## config.mk

```make
export PLATFORM = sky130hd
export DESIGN_NAME = usb_txn_sequencer
export DESIGN_NICKNAME = d
export VERILOG_FILES = /design/src/rtl/usb_txn_sequencer_pkg.sv /design/src/rtl/usb_txn_sequencer_ep_toggle.sv /design/src/rtl/usb_txn_sequencer.sv
export SDC_FILE = /design/constraint.sdc
export NUM_CORES = 1
export LEC_CHECK = 0
export ABC_AREA = 1
export BUFFER_PORTS_ARGS = -buffer_cell sky130_fd_sc_hd__buf_2
export CAP_MARGIN = 20
export CORE_UTILIZATION = 53
export DETAILED_ROUTE_END_ITERATION = 12
export GPL_ROUTABILITY_DRIVEN = 0
export PLACE_DENSITY = 0.85
export SKIP_LAST_GASP = 1
export SLEW_MARGIN = 20
export SYNTH_ARGS = -nofsm -noshare
export SYNTH_HDL_FRONTEND = slang
export SYNTH_SLANG_ARGS = --single-unit
```

## constraint.sdc

```tcl
create_clock -name clk -period 2.4 [get_ports clk]
set_clock_uncertainty 0.05 [all_clocks]
set_input_delay 0.48 -clock clk [delete_from_list [all_inputs] [get_ports clk]]
set_output_delay 0.48 -clock clk [all_outputs]
set_load 0.03 [all_outputs]
```

## src/rtl/usb_txn_sequencer_pkg.sv

```systemverilog
// Shared definitions for the USB device-side transaction sequencer:
// PID byte values, FSM state encoding and small selection helpers.
package usb_txn_sequencer_pkg;

  // PID bytes as they appear on the wire (PID nibble plus its complement)
  localparam logic [7:0] PID_OUT   = 8'h1E;
  localparam logic [7:0] PID_IN    = 8'h96;
  localparam logic [7:0] PID_SETUP = 8'hD2;
  localparam logic [7:0] PID_SOF   = 8'h5A;
  localparam logic [7:0] PID_DATA0 = 8'h3C;
  localparam logic [7:0] PID_DATA1 = 8'hB4;
  localparam logic [7:0] PID_ACK   = 8'h2D;
  localparam logic [7:0] PID_NAK   = 8'hA5;
  localparam logic [7:0] PID_STALL = 8'hE1;

  typedef enum logic [2:0] {
    ST_IDLE      = 3'd0,
    ST_WAIT_DATA = 3'd1,
    ST_IN_DECIDE = 3'd2,
    ST_SEND_DATA = 3'd3,
    ST_WAIT_HS   = 3'd4,
    ST_SEND_HS   = 3'd5
  } state_e;

  // Pick one endpoint's bit out of a per-endpoint vector (zero-extended to 16).
  function automatic logic sel_ep(input logic [15:0] vec, input logic [3:0] ep);
    return vec[ep];
  endfunction

  // Data PID matching a DATA0/DATA1 toggle bit.
  function automatic logic [7:0] data_pid(input logic tog);
    return tog ? PID_DATA1 : PID_DATA0;
  endfunction

endpackage

```

## src/rtl/usb_txn_sequencer_ep_toggle.sv

```systemverilog
// Per-endpoint DATA0/DATA1 toggle storage. One rx and one tx toggle per
// endpoint; the addressed endpoint can be forced to DATA1 (after SETUP)
// or have either toggle flipped. Read-out is for the addressed endpoint.
module usb_ep_toggle
  import usb_txn_sequencer_pkg::*;
#(
  parameter int NUM_EP = 4
) (
  input  logic       clk,
  input  logic       rst,
  input  logic [3:0] ep,
  input  logic       set_both,
  input  logic       flip_rx,
  input  logic       flip_tx,
  output logic       rx_tog_cur,
  output logic       tx_tog_cur
);

  logic [NUM_EP-1:0] rx_tog;
  logic [NUM_EP-1:0] tx_tog;

  // Toggle update for the addressed endpoint; everything clears on reset
  // NOTE: these toggle bits are ordinary flops, so resetting the whole array is
  // cheap and required -- a host always starts every endpoint at DATA0.
  always_ff @(posedge clk or negedge rst) begin
    if (!rst) begin
      rx_tog <= '0;
      tx_tog <= '0;
    end else begin
      for (int i = 0; i < NUM_EP; i++) begin
        if (ep == 4'(i)) begin
          if (set_both) begin
            rx_tog[i] <= 1'b1;
            tx_tog[i] <= 1'b1;
          end else begin
            if (flip_rx) rx_tog[i] <= ~rx_tog[i];
            if (flip_tx) tx_tog[i] <= ~tx_tog[i];
          end
        end
      end
    end
  end

  assign rx_tog_cur = sel_ep(16'(rx_tog), ep);
  assign tx_tog_cur = sel_ep(16'(tx_tog), ep);

endmodule

```

## src/rtl/usb_txn_sequencer.sv

```systemverilog
// Device-side USB transaction sequencer. Qualifies decoded tokens, walks
// the token -> data -> handshake phases, tracks data toggles per endpoint
// and commands the packet transmitter and endpoint buffers.
module usb_txn_sequencer
  import usb_txn_sequencer_pkg::*;
#(
  parameter logic [6:0] DEV_ADDR = 7'h7F,
  parameter int         NUM_EP   = 4,
  parameter int         TIMEOUT  = 16
) (
  input  logic              clk,
  input  logic              rst,
  input  logic              token_valid,
  input  logic [23:0]       token,
  input  logic              token_err,
  input  logic              rx_valid,
  input  logic [7:0]        rx_pid,
  input  logic              rx_err,
  input  logic              hs_valid,
  input  logic [7:0]        hs_pid,
  input  logic [NUM_EP-1:0] ep_stall,
  input  logic [NUM_EP-1:0] ep_ready,
  input  logic              tx_ready,
  output logic              hs_tx_valid,
  output logic              data_tx_valid,
  output logic [7:0]        tx_pid,
  output logic [3:0]        cur_ep,
  output logic              rx_commit,
  output logic              rx_setup,
  output logic              tx_done,
  output logic              timeout_err,
  output logic              busy
);

  localparam int            TW       = (TIMEOUT > 1) ? $clog2(TIMEOUT) : 1;
  localparam logic [TW-1:0] TMAX     = TW'(TIMEOUT - 1);
  localparam logic [4:0]    EP_LIMIT = 5'(NUM_EP);

  // Token fields; the CRC5 has already been checked upstream (token_err)
  logic [7:0] tok_pid;
  logic [6:0] tok_addr;
  logic [3:0] tok_ep;
  logic       unused_crc;
  assign tok_pid    = token[23:16];
  assign tok_addr   = token[15:9];
  assign tok_ep     = token[8:5];
  assign unused_crc = &{1'b0, token[4:0]};

  state_e        state, state_d;
  logic [TW-1:0] timer, timer_d;
  logic [3:0]    ep_d;
  logic          is_setup, is_setup_d;
  logic [7:0]    hs_pid_q, hs_pid_d;
  logic          commit_d, setup_d, done_d, tout_d;
  logic          set_both, flip_rx, flip_tx;
  logic          rx_tog_cur, tx_tog_cur;
  logic          stall_cur, ready_cur, tok_ok, timer_exp;

  assign stall_cur = sel_ep(16'(ep_stall), cur_ep);
  assign ready_cur = sel_ep(16'(ep_ready), cur_ep);
  assign tok_ok    = token_valid && !token_err && (tok_addr == DEV_ADDR)
                     && ({1'b0, tok_ep} < EP_LIMIT);
  assign timer_exp = (timer == TMAX);

  usb_ep_toggle #(.NUM_EP(NUM_EP)) u_toggle (
    .clk        (clk),
    .rst        (rst),
    .ep         (cur_ep),
    .set_both   (set_both),
    .flip_rx    (flip_rx),
    .flip_tx    (flip_tx),
    .rx_tog_cur (rx_tog_cur),
    .tx_tog_cur (tx_tog_cur)
  );

  // State, phase timer, transaction context and the one-cycle event pulses
  // NOTE: every flop here uses <= so all of them update from the same pre-edge
  // values; a blocking = would let later lines see half-updated state.
  always_ff @(posedge clk or negedge rst) begin
    if (!rst) begin
      state       <= ST_IDLE;
      timer       <= '0;
      cur_ep      <= '0;
      is_setup    <= 1'b0;
      hs_pid_q    <= 8'h00;
      rx_commit   <= 1'b0;
      rx_setup    <= 1'b0;
      tx_done     <= 1'b0;
      timeout_err <= 1'b0;
    end else begin
      state       <= state_d;
      timer       <= timer_d;
      cur_ep      <= ep_d;
      is_setup    <= is_setup_d;
      hs_pid_q    <= hs_pid_d;
      rx_commit   <= commit_d;
      rx_setup    <= setup_d;
      tx_done     <= done_d;
      timeout_err <= tout_d;
    end
  end

  // Next-state logic: phase sequencing, handshake choice, toggle/commit events
  // NOTE: every signal gets a default before the case so no path leaves one
  // unassigned -- that is what keeps this block from inferring latches.
  always_comb begin
    state_d    = state;
    timer_d    = timer;
    ep_d       = cur_ep;
    is_setup_d = is_setup;
    hs_pid_d   = hs_pid_q;
    commit_d   = 1'b0;
    setup_d    = 1'b0;
    done_d     = 1'b0;
    tout_d     = 1'b0;
    set_both   = 1'b0;
    flip_rx    = 1'b0;
    flip_tx    = 1'b0;

    unique case (state)
      ST_IDLE: begin
        timer_d = '0;
        if (tok_ok) begin
          unique case (tok_pid)
            PID_SETUP: begin
              state_d    = ST_WAIT_DATA;
              ep_d       = tok_ep;
              is_setup_d = 1'b1;
            end
            PID_OUT: begin
              state_d    = ST_WAIT_DATA;
              ep_d       = tok_ep;
              is_setup_d = 1'b0;
            end
            PID_IN: begin
              state_d = ST_IN_DECIDE;
              ep_d    = tok_ep;
            end
            PID_SOF: ;  // frame marker, nothing to sequence
            default: ;
          endcase
        end
      end

      ST_WAIT_DATA: begin
        if (rx_valid) begin
          // A packet arriving on the expiry cycle still counts
          state_d = ST_IDLE;
          if (!rx_err && (rx_pid == PID_DATA0 || rx_pid == PID_DATA1)) begin
            if (is_setup) begin
              // SETUP must be DATA0 and is always accepted
              if (rx_pid == PID_DATA0) begin
                state_d  = ST_SEND_HS;
                hs_pid_d = PID_ACK;
                commit_d = 1'b1;
                setup_d  = 1'b1;
                set_both = 1'b1;
              end
            end else begin
              state_d = ST_SEND_HS;
              if (stall_cur) begin
                hs_pid_d = PID_STALL;
              end else if (!ready_cur) begin
                hs_pid_d = PID_NAK;
              end else begin
                hs_pid_d = PID_ACK;
                // A wrong toggle is a host retry of data we already stored
                if (rx_pid == data_pid(rx_tog_cur)) begin
                  commit_d = 1'b1;
                  flip_rx  = 1'b1;
                end
              end
            end
          end
        end else if (timer_exp) begin
          state_d = ST_IDLE;
          tout_d  = 1'b1;
        end else begin
          timer_d = timer + 1'b1;
        end
      end

      ST_IN_DECIDE: begin
        if (stall_cur) begin
          state_d  = ST_SEND_HS;
          hs_pid_d = PID_STALL;
        end else if (!ready_cur) begin
          state_d  = ST_SEND_HS;
          hs_pid_d = PID_NAK;
        end else begin
          state_d = ST_SEND_DATA;
        end
      end

      ST_SEND_DATA: begin
        timer_d = '0;
        if (tx_ready) state_d = ST_WAIT_HS;
      end

      ST_WAIT_HS: begin
        if (hs_valid) begin
          state_d = ST_IDLE;
          if (hs_pid == PID_ACK) begin
            done_d  = 1'b1;
            flip_tx = 1'b1;
          end
        end else if (timer_exp) begin
          state_d = ST_IDLE;
          tout_d  = 1'b1;
        end else begin
          timer_d = timer + 1'b1;
        end
      end

      ST_SEND_HS: begin
        if (tx_ready) state_d = ST_IDLE;
      end

      default: state_d = ST_IDLE;
    endcase
  end

  // Transmitter requests and status decoded from the current state
  always_comb begin
    hs_tx_valid   = 1'b0;
    data_tx_valid = 1'b0;
    tx_pid        = 8'h00;
    busy          = (state != ST_IDLE);
    if (state == ST_SEND_HS) begin
      hs_tx_valid = 1'b1;
      tx_pid      = hs_pid_q;
    end else if (state == ST_SEND_DATA) begin
      data_tx_valid = 1'b1;
      tx_pid        = data_pid(tx_tog_cur);
    end
  end

endmodule

```

# Word-level counts from Yosys, hierarchy flattened
# Cells that the tools add are included.
dict set report totals {
  output_inout_bits 19
  ff_bits 32
  word_cells 167
  inputBits 56
}
dict set report classes {
  addsub 1
  mux 81
  bitwise_logic 8
  n_eq_ne 27
  order_cmp 2
  reduce_logical 31
}
# operator n
set ops {}
lappend ops {{8-bit 2-to-1 mux} 12}
lappend ops {{1-bit 2-to-1 mux} 45}
lappend ops {{3-bit 2-to-1 mux} 11}
lappend ops {{8-bit equality test (second input constant)} 3}
lappend ops {{3-bit one-hot mux with 6 select lines} 1}
lappend ops {{1-bit binary-select mux with 4-bit select} 4}
lappend ops {{8-bit by 6-bit equality test with 1-bit output (second input constant)} 2}
lappend ops {{8-bit one-hot mux with 2 select lines} 1}
lappend ops {{2-bit AND reduction} 8}
lappend ops {{2-bit != test (second input constant)} 7}
lappend ops {{4-bit 2-to-1 mux} 3}
lappend ops {{4-bit one-hot mux with 3 select lines} 1}
lappend ops {{3-bit AND reduction} 3}
lappend ops {{4-bit by 2-bit equality test with 1-bit output (second input constant)} 2}
lappend ops {{8-bit by 5-bit equality test with 1-bit output (second input constant)} 1}
lappend ops {{8-bit equality test} 1}
lappend ops {{1-bit NOT} 8}
lappend ops {{2-bit nonzero test} 4}
lappend ops {{7-bit equality test (second input constant)} 1}
lappend ops {{3-bit by 2-bit equality test with 1-bit output (second input constant)} 2}
lappend ops {{3-bit equality test (second input constant)} 2}
lappend ops {{3-bit != test (second input constant)} 2}
lappend ops {{3-bit one-hot mux with 2 select lines} 1}
lappend ops {{3-bit nonzero test} 2}
lappend ops {{other kinds (17)} 23}

# Longest topological paths before layout
dict set report logic_depth {
  depth_word 13
  depth_mapped 13
  mapped_depth_nobuf 13
}

# By module
# A second synthesis with hierarchy kept.
dict set report unflattened {
  hier_cells 310
  area_unflattened_um2 2054.5
}
# module seq_area_each_um2 area_per_inst_um2 cells_each n_inst
set modules_own_cells {}
lappend modules_own_cells {usb_txn_sequencer 525.5 1466.4 229 1}
lappend modules_own_cells {usb_ep_toggle 200.2 588.1 81 1}

# Worst setup path before layout
# Ideal clock, no wire load.
dict set report synth_timing {
  kind {register to output}
  startpoint {register state[2]}
  endpoint {output port tx_pid[2]}
  arrival_ns 1.953
  path_stages_with_launch 5
  t_required_ns 1.870
  slack_ns -0.083
  n_path_buf 0
  path_cell_list {dfrtp_1 > inv_1 > nor2_1 > inv_1 > o21ai_0}
}
dict set report synth_via {
  elab_chain_len 3
  elab_cells_between_ends 4
  classes_between {eq/ne (2); mux (2)}
}
# element line
set synth_lines {}
lappend synth_lines {{start: declaration} usb_txn_sequencer.sv:49} ;# state_e state, state_d;
lappend synth_lines {{start signal: assignment} usb_txn_sequencer.sv:91} ;# state <= state_d;
lappend synth_lines {{3-bit by 2-bit equality test with 1-bit output} usb_txn_sequencer.sv:232} ;# end else if (state == ST_SEND_DATA) begin
lappend synth_lines {{8-bit 2-to-1 mux} usb_txn_sequencer.sv:232}
lappend synth_lines {{8-bit 2-to-1 mux (*)} usb_txn_sequencer.sv:229} ;# if (state == ST_SEND_HS) begin
lappend synth_lines {{end: declaration} usb_txn_sequencer.sv:26} ;# output logic [7:0] tx_pid,
# Every way passes the cells marked *; elsewhere a longest branch is shown, timed or not.

# Final worst setup path
dict set report layout_timing {
  startpoint {register state[1]}
  endpoint {output port tx_pid[2]}
}
# The elaborated chain is that of the path after synthesis.

==> impl_metrics.json <==
{
  "critPathLaunchType": "flip-flop",
  "cts_tree": "yes",
  "finalHoldViolCount": 0,
  "finalPower_uw": 979.5,
  "hold_buffers": 0,
  "netlist.area_leader.share_pct": 36.05,
  "worstSetupPathType": "reg -> out",
  "grt_pass1_vias": 2022,
  "holdCritPathClass": "in -> async",
  "utilization_pct": 67.70,
  "p_leak_nw": 1.409,
  "maxCapViolCount": 0,
  "synthArstFlopShare_pct": 100.0,
  "drtAntennaViolNets": 0,
  "final_common_cell": "nand2_1",
  "p_int_uw": 755.9,
  "synth_edf_count": 0,
  "synth_area_um2": 2013,
  "max-slew-margin-rel_pct": 55.78,
  "insertion_delay_ns": 0.28,
  "grt_use_total_pct": 25.44,
  "pwr_density_cell_nw_per_um2": 395.2,
  "tns_ns": 0,
  "holdWs_ns": 0.1823,
  "avgRoutedWirePerCell_um": 10.65,
  "final_nets": 435,
  "r2r-end": "hs_pid_q[6]",
  "clockBufferDepth": 2,
  "fmax_mhz": 441.6,
  "cts_inserted_buffers": 5,
  "cp_cell_sequence": "inv_2, nand2_2, nor2_1, inv_1, o21ai_0, buf_2",
  "syn-num-nets": 363,
  "outcome": "finished, final reports clean",
  "io_buffers": 68,
  "syn_avg_cell_area_um2": 6.579,
  "p_comb_share_pct": 8.9,
  "coreArea_um2": 3661,
  "fin_crit_ns": 2.265,
  "ys_seq_area_share_pct": 36.05,
  "ys_warn_count": 0,
  "cpPeakStageDelay_ns": 0.41,
  "fp.dieH_um": 63.63,
  "grt_pass1_wl_mm": 7.969,
  "peakVddDrop_v": 0.0002963,
  "drt_first_pass_iters": 4,
  "power.switching_uw": 223.6,
  "drv_slew": 0,
  "cts_sinks": 29,
  "initial_utilization_pct": 54.99,
  "instances_no_fill": 426,
  "clkTransAtPathRegs_ns": 0.06,
  "worst_pin_slew_ns": 0.6633,
  "synth-simple-area-share_pct": 41.83,
  "synth_cells": 306,
  "post_cts_buffers": 0,
  "ys.flop_type": "dfrtp_1",
  "rows": 22,
  "drtIter0Drc": 78,
  "setup_violations": 0,
  "vias": 2129,
  "crit_path_max_fanout": 5,
  "cts_resized": 0,
  "synth_fa_ha_area_share_pct": 0.6215,
  "arrival_ns": 1.73,
  "cp-end-kind": "primary output",
  "pwr-share-seq_pct": 50.0,
  "rsz0062_at_grt": "false",
  "die_area_um2": 4049,
  "final_layout_size_suffix_gt1_share_pct": 25.66,
  "synth_mux_area_share_pct": 0,
  "viasPerCell": 4.998,
  "r2r-start": "cur_ep[0]",
  "synth_top_family_by_area": "simple AND/OR/NAND/NOR gates",
  "antenna_cells": 0,
  "final_cell_mix": "nand2_1 (91), buf_2 (68), inv_1 (49), nor2_1 (38), dfrtp_1 (28)",
  "r2r_slack_ns": 0.69,
  "sw_frac_of_total_pct": 22.83,
  "route.detailed.drc": 0,
  "die_x_um": 63.63,
  "hpwlAfterDp_mm": 3.673,
  "synth_area_leaders": "dfrtp_1 (36%), nand2_1 (17%), inv_1 (9.1%)",
  "htree_levels": 2,
  "synth-seq-cells": 29,
  "root_buffer": "clkbuf_8",
  "ff2ff_path_depth": 11,
  "io_pins": 75,
  "yosys.area_share.xor_xnor_pct": 0.8701,
  "gr-total-overflow": 0,
  "grt_antenna_before_repair": 0,
  "fin_crit_sh_pct": 94.36,
  "area.growth.synth_to_final_pct": 23.12,
  "synthDistinctLibCells": 32,
  "cpMaxStageDelayCell": "dfrtp_1",
  "wirelength_mm": 4.535,
  "grt_start_max_net_pins": 30,
  "power_frac_clock_pct": 41.2,
  "dp.cells": 419,
  "crit_required_ns": 1.87,
  "synth_compound_area_share_pct": 8.577,
  "synth_top_area_cell": "dfrtp_1"
}
[per-layer routing]
metal | vias up | wire length, um | GRT usage, %
met2 | 45 | 2349 | 45.61
met1 | 971 | 1946 | 27.92
met5 | - | 0 | 0
met3 | 6 | 202 | 6.159
li1 | 1107 | - | -
met4 | 0 | 36 | 11.65
[cell type report]
type	count	area [um^2]
fill	362	1182
timing repair buffer	69	347.8
sequential	29	726.9
multi-input combinational	218	1049
clock buffer	7	86.33
inverter	55	209.0
tap	48	60.06
[power groups by stage]
stage	registers, mW	logic, mW	clock network [mW]
finish	0.490	0.0868	0.403
global route	0.489	0.101	0.434
CTS	0.490	0.0887	0.415
detailed placement	0.498	0.0887	0
global placement	0.498	0.0854	0
floorplan	0.499	0.0316	0
[how the worst max path moves through the flow]
stage / depth (start not counted) / to / from
finish: 6 / tx_pid[2] / state[1]
global route: 6 / tx_pid[2] / state[1]
CTS: 6 / tx_pid[3] / cur_ep[1]
detailed placement: 6 / tx_pid[3] / cur_ep[1]
global placement: 6 / tx_pid[3] / cur_ep[1]
floorplan: 4 / tx_pid[2] / state[2]
[metrics by stage]
step / worst slack (ns) / area [um^2]
final: 0.1353 / 2479
after global routing: 0.07800 / 2479
after CTS: 0.1094 / 2477
after detailed placement: 0.4376 / 2391
after global placement: 0.4252 / 2391
after floorplan: -0.08334 / 2013
[cell families (layout without fill, tap and decap cells)]
family | Yosys count | count (layout)
flops | 29 | 29
simple gates | 184 | 184
xor+xnor | 2 | 2
fa+ha+maj | 1 | 1
compound gates | 30 | 30
other cells | 1 | 1
buf+inv | 59 | 131
[sequential cells by signal, summed over array words and instances (netlist names)]
signal and flops:
tx_done 1, rx_setup 1, u_toggle.rx_tog 4, rx_commit 1, u_toggle.tx_tog 4, cur_ep 4
is_setup 1, timer 4, timeout_err 1, state 3, hs_pid_q 5
[cell usage after synthesis (2+ instances only)]
master	number
nand4_1	8
o31ai_1	2
nand3_1	24
dfrtp_1	29
nand2_1	91
nor3_1	5
o21ai_1	7
o21ai_0	8
inv_1	49
inv_2	5
o22ai_1	4
buf_4	4
nor2_2	3
o21a_1	2
nor2_1	38
a21oi_1	5
nor3b_1	2
nand3_2	2
nand2_2	5
[worst max-delay path, delay by kind of cell (launching register included)]
family / cells / cell delay (ns)
DFF: 1 / 0.41
buffers and inverters: 3 / 0.46
and+or+nand+nor: 2 / 0.36
AOI/OAI and AO/OA: 1 / 0.22
No activity file was read; power rests on OpenSTA's default activity.
